==> config.mk <==
export PLATFORM = sky130hd
export DESIGN_NAME = acc_unit
export DESIGN_NICKNAME = d
export VERILOG_FILES = /design/src/rtl/acc_unit.sv
export SDC_FILE = /design/constraint.sdc
export NUM_CORES = 1
export LEC_CHECK = 0
export CORE_MARGIN = 5
export CORE_UTILIZATION = 60
export CTS_CLUSTER_SIZE = 10
export DETAILED_ROUTE_END_ITERATION = 10
export HOLD_SLACK_MARGIN = 0.06
export PLACE_DENSITY_LB_ADDON = 0.2
export SYNTH_ARGS = -nofsm -noshare
export SYNTH_HDL_FRONTEND = slang
export SYNTH_SLANG_ARGS = --single-unit
==> constraint.sdc <==
create_clock -name clk -period 6.5 [get_ports clk]
set_input_delay 1.95 -clock clk [delete_from_list [all_inputs] [get_ports clk]]
set_output_delay 1.95 -clock clk [all_outputs]
set_load 0.03 [all_outputs]
==> src/rtl/acc_unit.sv <==
// Accumulator with in-place unary ALU ops, carry/zero/negative flags and a
// small LIFO save/restore stack for the accumulator value.
module acc_unit #(
  parameter int unsigned WIDTH = 8,
  parameter int unsigned DEPTH = 4
) (
  input  logic                       clk,
  input  logic                       rst,
  input  logic                       en,
  input  logic [3:0]                 op,
  input  logic [WIDTH-1:0]           data_in,
  input  logic                       err_clr,
  output logic [WIDTH-1:0]           data_out,
  output logic                       carry,
  output logic                       zero,
  output logic                       neg,
  output logic [$clog2(DEPTH+1)-1:0] stk_count,
  output logic                       stk_full,
  output logic                       stk_empty,
  output logic                       err
);

  localparam int unsigned CW = $clog2(DEPTH + 1);
  // Stack address width; storage is rounded up to a power of two so the
  // truncated count can index it without width games.
  localparam int unsigned AW = (DEPTH > 1) ? $clog2(DEPTH) : 1;

  typedef enum logic [3:0] {
    OpNop  = 4'd0,
    OpLoad = 4'd1,
    OpClr  = 4'd2,
    OpInc  = 4'd3,
    OpDec  = 4'd4,
    OpShl  = 4'd5,
    OpShr  = 4'd6,
    OpRol  = 4'd7,
    OpRor  = 4'd8,
    OpPush = 4'd9,
    OpPop  = 4'd10,
    OpSwap = 4'd11
  } op_e;

  logic [WIDTH-1:0] acc_q, acc_d;
  logic             carry_q, carry_d;
  logic [CW-1:0]    cnt_q, cnt_d;
  logic             err_q, err_d;
  logic             err_set;

  logic [WIDTH-1:0] stack_q [2**AW];
  logic             stk_we;
  logic [AW-1:0]    stk_widx;
  logic [WIDTH-1:0] stk_wdata;

  logic [CW-1:0]    top_cnt;
  logic [AW-1:0]    top_idx;
  logic [AW-1:0]    push_idx;
  logic [WIDTH-1:0] top_val;
  logic             full;
  logic             empty;

  assign full     = (cnt_q == CW'(DEPTH));
  assign empty    = (cnt_q == '0);
  assign top_cnt  = cnt_q - CW'(1);
  assign top_idx  = top_cnt[AW-1:0];
  assign push_idx = cnt_q[AW-1:0];
  assign top_val  = stack_q[top_idx];

  always_comb begin
    acc_d     = acc_q;
    carry_d   = carry_q;
    cnt_d     = cnt_q;
    err_set   = 1'b0;
    stk_we    = 1'b0;
    stk_widx  = push_idx;
    stk_wdata = acc_q;
    if (en) begin
      case (op_e'(op))
        OpLoad: acc_d = data_in;
        OpClr: begin
          acc_d   = '0;
          carry_d = 1'b0;
        end
        OpInc: {carry_d, acc_d} = {1'b0, acc_q} + (WIDTH + 1)'(1);
        OpDec: begin
          carry_d = (acc_q == '0);
          acc_d   = acc_q - WIDTH'(1);
        end
        OpShl: begin
          carry_d = acc_q[WIDTH-1];
          acc_d   = {acc_q[WIDTH-2:0], 1'b0};
        end
        OpShr: begin
          carry_d = acc_q[0];
          acc_d   = {1'b0, acc_q[WIDTH-1:1]};
        end
        OpRol: begin
          carry_d = acc_q[WIDTH-1];
          acc_d   = {acc_q[WIDTH-2:0], acc_q[WIDTH-1]};
        end
        OpRor: begin
          carry_d = acc_q[0];
          acc_d   = {acc_q[0], acc_q[WIDTH-1:1]};
        end
        OpPush: begin
          if (full) begin
            err_set = 1'b1;
          end else begin
            stk_we = 1'b1;
            cnt_d  = cnt_q + CW'(1);
          end
        end
        OpPop: begin
          if (empty) begin
            err_set = 1'b1;
          end else begin
            acc_d = top_val;
            cnt_d = top_cnt;
          end
        end
        OpSwap: begin
          if (empty) begin
            err_set = 1'b1;
          end else begin
            acc_d    = top_val;
            stk_we   = 1'b1;
            stk_widx = top_idx;
          end
        end
        default: ;
      endcase
    end
    // A new error outranks a simultaneous clear.
    if (err_set) begin
      err_d = 1'b1;
    end else if (err_clr) begin
      err_d = 1'b0;
    end else begin
      err_d = err_q;
    end
  end

  always_ff @(posedge clk or posedge rst) begin
    if (rst) begin
      acc_q   <= '0;
      carry_q <= 1'b0;
      cnt_q   <= '0;
      err_q   <= 1'b0;
    end else begin
      acc_q   <= acc_d;
      carry_q <= carry_d;
      cnt_q   <= cnt_d;
      err_q   <= err_d;
    end
  end

  always_ff @(posedge clk) begin
    if (stk_we) begin
      stack_q[stk_widx] <= stk_wdata;
    end
  end

  assign data_out  = acc_q;
  assign carry     = carry_q;
  assign zero      = (acc_q == '0);
  assign neg       = acc_q[WIDTH-1];
  assign stk_count = cnt_q;
  assign stk_full  = full;
  assign stk_empty = empty;
  assign err       = err_q;

endmodule

==> results.json, run 1 <==
{
  "status": "finished clean",
  "cts.sinks": 45,
  "cts_made_buffers": 5,
  "dp_hpwl_um": 4690,
  "dieArea_mm2": 0.00625,
  "synthFlopType": "edfxtp_1",
  "synth.avg_cell_area_um2": 10.5,
  "tightest_slew_ns": 1.04,
  "drt_iter0_markers": 260,
  "final_nets": 310,
  "hold_violations": 0,
  "grt.total_usage_pct": 23.5,
  "setup_viol": 0,
  "vdd_drop_max_v": 0.000223,
  "clk_latency_ns": 0.30,
  "grt_max_degree": 29,
  "drive_above_1_share_pct": 9.69,
  "core_area_mm2": 0.00466,
  "cts_resized": 0,
  "min_path_type": "reg -> reg",
  "ctsHoldBuffers": 0,
  "die_width_um": 79.0,
  "first_pass_iters": 6,
  "p_per_area_mw_per_mm2": 395,
  "synth_area_mm2": 0.00286,
  "n_antenna_cell": 0,
  "h-tree-depth": 2,
  "grt_pass1_wl_um": 11300,
  "fp-row-count": 25,
  "critPathRequiredTime_ns": 4.55,
  "fin_crit_sh_pct": 70.9,
  "synth_edf_count": 32,
  "fin_skew_ns": 0.00595,
  "clk_path_buf_depth": 2,
  "initial_core_util_pct": 61.3,
  "fmax_ghz": 0.217,
  "synth_async_sr_flop_share_pct": 28.9,
  "startpoint_type": "flop",
  "routed-via-count": 2350,
  "yosys_register_bits": 45,
  "route.detailed.drc": 0,
  "synthToLayoutAreaGrowth_pct": 13.6,
  "grt_use_met3_pct": 5.90,
  "syn_inst": 272,
  "die_h_um": 79.0,
  "grt_pass1_vias": 2187,
  "gp_congestion": 0.870,
  "slew_headroom_pct": 30.6,
  "clk_pin_slew_ns": 0.09,
  "fin_util_pct": 69.7,
  "gr-total-overflow": 0,
  "maxCapViolations": 0,
  "grt_busiest_layer": "met2",
  "worst_setup_path_end_kind": "output pin",
  "p_leak_nw": 1.16,
  "period_needed_ns": 4.61,
  "vias_per_cell": 6.85,
  "io_pins": 33,
  "synth_cell_type_count": 61,
  "grt_use_met2_pct": 34.8,
  "met1_usage_pct": 32.3,
  "ant_nets": 0,
  "ys_seq_area_share_pct": 45.0,
  "slew_violations": 0,
  "rsz0062_at_grt": "no",
  "path_class": "reg -> out",
  "postCtsSetupRepairBufs": 0,
  "antenna_found_initial": 0,
  "critPathArrivalTime_ns": 2.66,
  "synth_warnings": 0,
  "wl_per_cell_um": 20.6,
  "fin_setup_tns_ns": 0,
  "io_buffer_count": 32,
  "cts_tree": "yes",
  "instances_no_fill": 343,
  "synth_nets": 294,
  "cts_root_buffer": "clkbuf_8",
  "routed_wl_um": 7070,
  "place_inst": 335,
  "crit_path_max_fanout": 18
}
==> synthesized netlist by cell type (2+ instances only) <==
| library cell | n | area share (%) |
|---|---|---|
| and2_1 | 3 | 0.66 |
| a31oi_1 | 4 | 0.88 |
| a211oi_1 | 6 | 1.6 |
| xnor2_1 | 4 | 1.2 |
| ha_1 | 6 | 2.6 |
| or2_2 | 2 | 0.44 |
| nand2b_1 | 6 | 1.3 |
| mux4_2 | 8 | 6.3 |
| nand3_1 | 5 | 0.88 |
| inv_1 | 11 | 1.4 |
| mux2i_1 | 3 | 1.1 |
| nor2b_1 | 3 | 0.66 |
| a221oi_1 | 2 | 0.61 |
| o31ai_1 | 12 | 3.2 |
| o22ai_1 | 3 | 0.66 |
| o21a_1 | 4 | 1.1 |
| xor2_1 | 4 | 1.2 |
| nor3_1 | 5 | 0.88 |
| edfxtp_1 | 32 | 34 |
| nor2_1 | 21 | 2.8 |
| clkbuf_1 | 2 | 0.26 |
| and3_1 | 3 | 0.66 |
| o21ai_0 | 9 | 1.6 |
| buf_2 | 18 | 3.2 |
| a21oi_1 | 17 | 3.0 |
| dfrtp_1 | 13 | 11 |
| nand2_1 | 23 | 3.0 |
| buf_4 | 5 | 1.3 |
| o32ai_1 | 2 | 0.61 |
| or4_1 | 2 | 0.53 |
| or3_1 | 3 | 0.66 |
| a32o_1 | 2 | 0.70 |
==> cells by family (layout without fill, tap and decap cells) <==
group / after synthesis / count (layout) / synth area share (%)
AND/OR/NAND/NOR: 90 / 90 / 18.1
AO/OA/AOI/OAI: 74 / 74 / 17.8
flip-flops: 45 / 45 / 45.0
buffers and inverters: 38 / 55 / 6.70
multiplexers: 11 / 11 / 7.35
XOR/XNOR: 8 / 8 / 2.45
adder cells (fa/ha/maj): 6 / 6 / 2.63
==> registers in the layout, summed over array words and instances, names as in the netlist <==
| name | flops |
|---|---|
| stack_q | 32 |
| data_out | 8 |
| stk_count | 3 |
| carry | 1 |
| err | 1 |
==> power by group <==
group	switching, W	internal (W)	leakage [nW]
registers	0.000107	0.000433	0.459
clock network	0.000101	0.000128	0.0633
logic	0.000287	0.000227	0.642
total	0.000495	0.000788	1.16
==> cell usage in the layout (no fill, tap or decap), types with 3 or more instances in the layout <==
| cell type | netlist | layout |
|---|---|---|
| nand2_1 | 23 | 23 |
| ha_1 | 6 | 6 |
| nor2b_1 | 3 | 3 |
| inv_1 | 11 | 11 |
| dfrtp_1 | 13 | 13 |
| clkbuf_8 | 0 | 6 |
| o31ai_1 | 12 | 12 |
| and2_1 | 3 | 3 |
| o21ai_0 | 9 | 9 |
| mux2i_1 | 3 | 3 |
| a211oi_1 | 6 | 6 |
| o22ai_1 | 3 | 3 |
| nand3_1 | 5 | 5 |
| and3_1 | 3 | 3 |
| xor2_1 | 4 | 4 |
| o21a_1 | 4 | 4 |
| clkdlybuf4s50_1 | 0 | 32 |
| buf_4 | 5 | 3 |
| xnor2_1 | 4 | 4 |
| edfxtp_1 | 32 | 32 |
| mux4_2 | 8 | 8 |
| or3_1 | 3 | 3 |
| a31oi_1 | 4 | 4 |
| nor2_1 | 21 | 21 |
| a21oi_1 | 17 | 17 |
| nor3_1 | 5 | 5 |
| nand2b_1 | 6 | 6 |
==> layer usage <==
metal | vias to the layer above | part of all wire, %
li1 | 1051 | -
met1 | 1146 | 44
met2 | 130 | 45
met3 | 23 | 8.2
met4 | 0 | 3.6
met5 | - | 0
==> final timing paths <==
check / from / to / slack, ns / cells after the start
worst max-delay path: data_out[2] / zero / 1.89 / 3
worst min-delay path: carry / carry / 0.53 / 1
worst max register to register: stk_count[0] / stack_q[3][3] / 3.47 / 4
worst min register to register: carry / carry / 0.53 / 1
max in group asynchronous: rst / data_out[0] / 4.12 / 2
min in group asynchronous: rst / stk_count[0] / 2.00 / 2
==> worst max-delay path, stage by stage (launching register included) <==
cell and delay, ns:
dfrtp_1 0.65, or4_4 0.68, nor4b_2 0.28, clkdlybuf4s50_1 0.73
==> per-stage QoR <==
stage               power [W]  hold WS (ns)  setup WS (ns)  cell area (µm²)
finish                0.00128         0.528           1.89             3250
global route          0.00134         0.559           1.85             3250
global placement      0.00103         0.481           1.90             3120
detailed placement    0.00105         0.509           1.80             3120
CTS                   0.00128         0.528           1.93             3250
floorplan            0.000889         0.665           2.74             2860
==> cell type report <==
type,instances,area [µm²]
Fill cell,343,1410
Multi-Input combinational cell,189,1380
Sequential cell,45,1290
Timing Repair Buffer,35,343
Clock buffer,6,82.6
Tap cell,54,67.6
Inverter,12,45.0
Clock inverter,2,41.3
(Power assumes the default switching activity.)
==> run 2: changes to the inputs <==
Settings changed: CORE_UTILIZATION 60 to 56.
Clock period 6.5 ns to 4.35 ns, I/O delays scaled along.
==> run 2 against run 1 <==
Compared with the run above: final area is 2.7% higher; clock skew is 0.0026 ns higher; die area up 6.2%; non-clock buffer count rose by 10; flip-flop and latch count is the same.
==> results.json, run 2 (synthesized netlist as in run 1, its figures left out) <==
{
  "grt.total_usage_pct": 21.5,
  "fin_setup_tns_ns": 0,
  "worst_r2r_endpoint": "data_out[3]",
  "slew_violations": 0,
  "grt_pass1_wl_um": 10800,
  "gp_congestion": 0.926,
  "p_leak_nw": 1.21,
  "cts_tree": "yes",
  "dieArea_mm2": 0.00663,
  "fp-row-count": 26,
  "mostFrequentLayoutCells": "clkdlybuf4s50_1 (32), edfxtp_1 (32), nand2_1 (23)",
  "worst_setup_path_end_kind": "output pin",
  "period_needed_ns": 3.73,
  "io_pins": 33,
  "cts_resized": 0,
  "fin_crit_sh_pct": 85.8,
  "synthToLayoutAreaGrowth_pct": 16.6,
  "comb_power_share_pct": 45.5,
  "final_nets": 320,
  "intPower_w": 0.00120,
  "die_h_um": 81.5,
  "drt_iter0_markers": 264,
  "fmax_ghz": 0.268,
  "clk_pin_slew_ns": 0.09,
  "min_path_type": "reg -> reg",
  "cts_root_buffer": "clkbuf_8",
  "crit_path_max_fanout": 17,
  "startpoint": "data_out[5]",
  "critPathArrivalTime_ns": 2.43,
  "first_pass_iters": 5,
  "cts_made_buffers": 5,
  "startpoint_type": "flop",
  "ant_nets": 0,
  "maxCapViolations": 0,
  "antenna_found_initial": 0,
  "netSwitchingPower_w": 0.000731,
  "rsz0062_at_grt": "no",
  "routed_wl_um": 6700,
  "io_buffer_count": 32,
  "postCtsSetupRepairBufs": 0,
  "regMostFlops": "stack_q",
  "drive_above_1_share_pct": 12.7,
  "swShare_pct": 37.9,
  "core_area_mm2": 0.00504,
  "initial_core_util_pct": 56.7,
  "clk_path_buf_depth": 2,
  "hold_violations": 0,
  "wl_per_cell_um": 18.1,
  "route.detailed.drc": 0,
  "gr-total-overflow": 0,
  "n_antenna_cell": 0,
  "grt_pass1_vias": 2136,
  "fin_skew_ns": 0.00852,
  "crit_chain": "or4_4, nor4b_2, clkdlybuf4s50_1",
  "cts.sinks": 45,
  "vdd_drop_max_v": 0.000398,
  "clkPwrFrac_pct": 16.9,
  "grt_max_degree": 22,
  "largest_reg_flops": 32,
  "clk_latency_ns": 0.30,
  "hold_ws_ns": 0.505,
  "endpoint": "zero",
  "die_width_um": 81.5,
  "h-tree-depth": 2,
  "routed-via-count": 2246,
  "seqPwrFrac_pct": 37.7,
  "setup_viol": 0,
  "status": "finished clean",
  "vias_per_cell": 6.09,
  "dp_hpwl_um": 4610,
  "p_per_area_mw_per_mm2": 579,
  "path_class": "reg -> out",
  "crit_slowest_cell": "clkdlybuf4s50_1",
  "r2r_start": "stk_count[0]",
  "r2r_slack_ns": 1.63,
  "reg2reg_depth": 7,
  "cp_slowest_stage_delay_ns": 0.72,
  "tightest_slew_ns": 0.780,
  "critPathRequiredTime_ns": 3.04,
  "slew_headroom_pct": 48.0,
  "ctsHoldBuffers": 0
}
run 2: area by class of cell:
| type | instances | area [µm²] |
|---|---|---|
| Clock buffer | 5 | 68.8 |
| Clock inverter | 3 | 47.5 |
| Fill cell | 397 | 1710 |
| Inverter | 12 | 45.0 |
| Multi-Input combinational cell | 189 | 1380 |
| Sequential cell | 45 | 1290 |
| Tap cell | 70 | 87.6 |
| Timing Repair Buffer | 45 | 418 |
run 2: power groups by stage:
| stage | clock, W | sequential (W) | combinational (W) |
|---|---|---|---|
| 2_1_floorplan | 0 | 0.000780 | 0.000548 |
| 3_3_place_gp | 0 | 0.000733 | 0.000863 |
| 3_5_place_dp | 0 | 0.000736 | 0.000880 |
| 4_1_cts | 0.000329 | 0.000727 | 0.000884 |
| 5_1_grt | 0.000348 | 0.000745 | 0.000947 |
| 6_report | 0.000325 | 0.000727 | 0.000878 |
run 2: per-layer routing:
metal	part of all wire [%]	global-route usage, %
met1	45	30.3
met2	47	34.6
met3	7.5	3.73
met4	1.1	5.57
met5	0	0
run 2: critical path: cells and delay by family (launching register included):
| kind | cells | cell delay, ns |
|---|---|---|
| flops | 1 | 0.59 |
| simple gates | 2 | 0.82 |
| buf+inv | 1 | 0.72 |
run 2: how the worst min path moves through the flow:
stage,start,end,depth (start not counted)
2_1_floorplan,err,err,2
3_3_place_gp,carry,carry,1
3_5_place_dp,carry,carry,1
4_1_cts,carry,carry,1
5_1_grt,carry,carry,1
6_report,carry,carry,1
run 2: per-stage QoR:
| step | area, µm² | power, W | std cells | setup WS, ns | utilization (%) |
|---|---|---|---|---|---|
| 2_1_floorplan | 2860 | 0.00133 | 272 | 1.24 | - |
| 3_3_place_gp | 3220 | 0.00160 | 361 | 0.673 | 63.8 |
| 3_5_place_dp | 3220 | 0.00162 | 361 | 0.589 | 63.8 |
| 4_1_cts | 3330 | 0.00194 | 369 | 0.604 | 66.1 |
| 5_1_grt | 3330 | 0.00204 | 369 | 0.522 | 66.1 |
| 6_report | 3330 | 0.00193 | 369 | 0.616 | 66.1 |
==> run 3: changes to the inputs <==
Settings changed: CAP_MARGIN set to 10, HOLD_SLACK_MARGIN 0.06 to not set.
==> results of run 3 <==
No change in the layout: final DEF, timing and power equal those of run 2.
==> patch (config.mk and constraints of run 2) <==
The parameter `DEPTH` goes from 4 to 8.
--- a/src/rtl/acc_unit.sv
+++ b/src/rtl/acc_unit.sv
@@ -2,7 +2,7 @@
 // small LIFO save/restore stack for the accumulator value.
 module acc_unit #(
   parameter int unsigned WIDTH = 8,
-  parameter int unsigned DEPTH = 4
+  parameter int unsigned DEPTH = 8
 ) (
   input  logic                       clk,
   input  logic                       rst,
Interface: changed (resized stk_count); port bits go from 33 to 34. The function was not compared with the original's and may differ.
==> patch against run 2 <==
- sequential cell count increased by 33
- count of clock-buffer cells in the layout up 6
- design area increased by 47%
- area after synthesis up 51%
- power rose by 38%
- setup slack got worse by 120 ps
- critical path type unchanged
- hold slack worse by 8.6 ps
- combinational power grew 31%
- clock skew up 1.1 ps
- clock power up 69%
- wire length is 49% higher
- fmax down 3.1%
- utilization down 1.5 points
==> patch: results (changes against run 2) <==
Outcome
The run finished with clean final reports.

Logic synthesis
The mux contribution to synthesized area was 9.66% (+2.3 points). The post-synthesis instance area came to 4310 sq um (+51%). The adder and majority cell fraction of the synthesized area is 1.45% (-1.2 points). Ranked by instance count, the synthesized netlist is headed by 64 x sky130_fd_sc_hd__edfxtp_1, 28 x sky130_fd_sc_hd__nand2_1, 19 x sky130_fd_sc_hd__nor2_1. The sequential share of the synthesized area was 52.7% (+7.7 points).

Global routing
The met3 capacity usage during global routing is 3.57% (-0.16 points). The via count of the first global-routing pass came to 2988 (+40%). The fraction of met2 tracks used by global routing is 34.3% (-0.29 points).

STA
The headroom to the max-slew limit is 43.3% (-4.7 points). The worst setup slack after layout came to 496 ps (-120 ps). The final hold slack came to 497 ps (-8.62 ps).

Setup path
The register-to-register path setup slack is 1440 ps (-190 ps). The worst register-to-register path ends at stack_q[2][5]$_DFFE_PP_. The critical path starts at stk_count[1]$_DFFE_PP0P_. The capturing instance or port of the critical path is stk_empty.

The length in cells of the worst reg-to-reg path is 6 (-1). The delay contributed by the slowest stage of the critical path is 770 ps (+50 ps). The maximum fanout along the worst path was 9 (-8).

Pwr
The worst IR drop on VDD is 0.270 mV (-32%). The leakage power figure came to 1.69 nW (+40%). The switching fraction of total power came to 37.0% (-0.89 points).

Place
The HPWL reported at the end of detailed placement came to 6580 um (+43%). The number of buffer cells added on primary ports came to 33 (+3.1%). The pre-CTS setup slack is 487 ps (-102 ps).

Final layout
The buffer count excluding the clock tree in the final layout came to 51 (+13%). The post-route non-filler standard cell count is 484 (+31%). The register area was 2270 sq um (+77%).

The fill cell instance count of the final layout is 595 (+50%). The multi-input gate share of the layout cell area was 36.7% (-4.8 points). The layout multi-input combinational cell count is 224 (+19%). The non-clock buffer share of cell area is 9.47% (-3.1 points).

Drt
The met2 wire length is 4910 um (+56%). The wire length on met3 is 611 um (+22%). The average via count per standard cell is 6.19 (+1.7%). The met1 wire length is 4260 um (+43%).

Clocking
The later-pin clock latency in the skew report is 350 ps (+50 ps).
## patch: cell types whose count changed after synthesis, moves of 4 or more
cell                       delta
sky130_fd_sc_hd__buf_2       -11
sky130_fd_sc_hd__edfxtp_1    +32
sky130_fd_sc_hd__a22o_1       +7
sky130_fd_sc_hd__clkbuf_1     +9
sky130_fd_sc_hd__nand2_1      +5
sky130_fd_sc_hd__mux4_2       +7
sky130_fd_sc_hd__xnor2_1      +4
sky130_fd_sc_hd__nor3_1       +9
sky130_fd_sc_hd__o31ai_1      -6
sky130_fd_sc_hd__a221oi_1     +5
sky130_fd_sc_hd__a21oi_1      -5
## patch: power groups by stage
stage                     clock, mW  sequential [mW]  combinational [mW]
after floorplan                   0             1.07               0.744
after global placement            0            0.980                1.14
after detailed placement          0            0.981                1.15
after CTS                     0.559            0.965                1.15
after global routing          0.594            0.975                1.24
final                         0.550            0.967                1.15
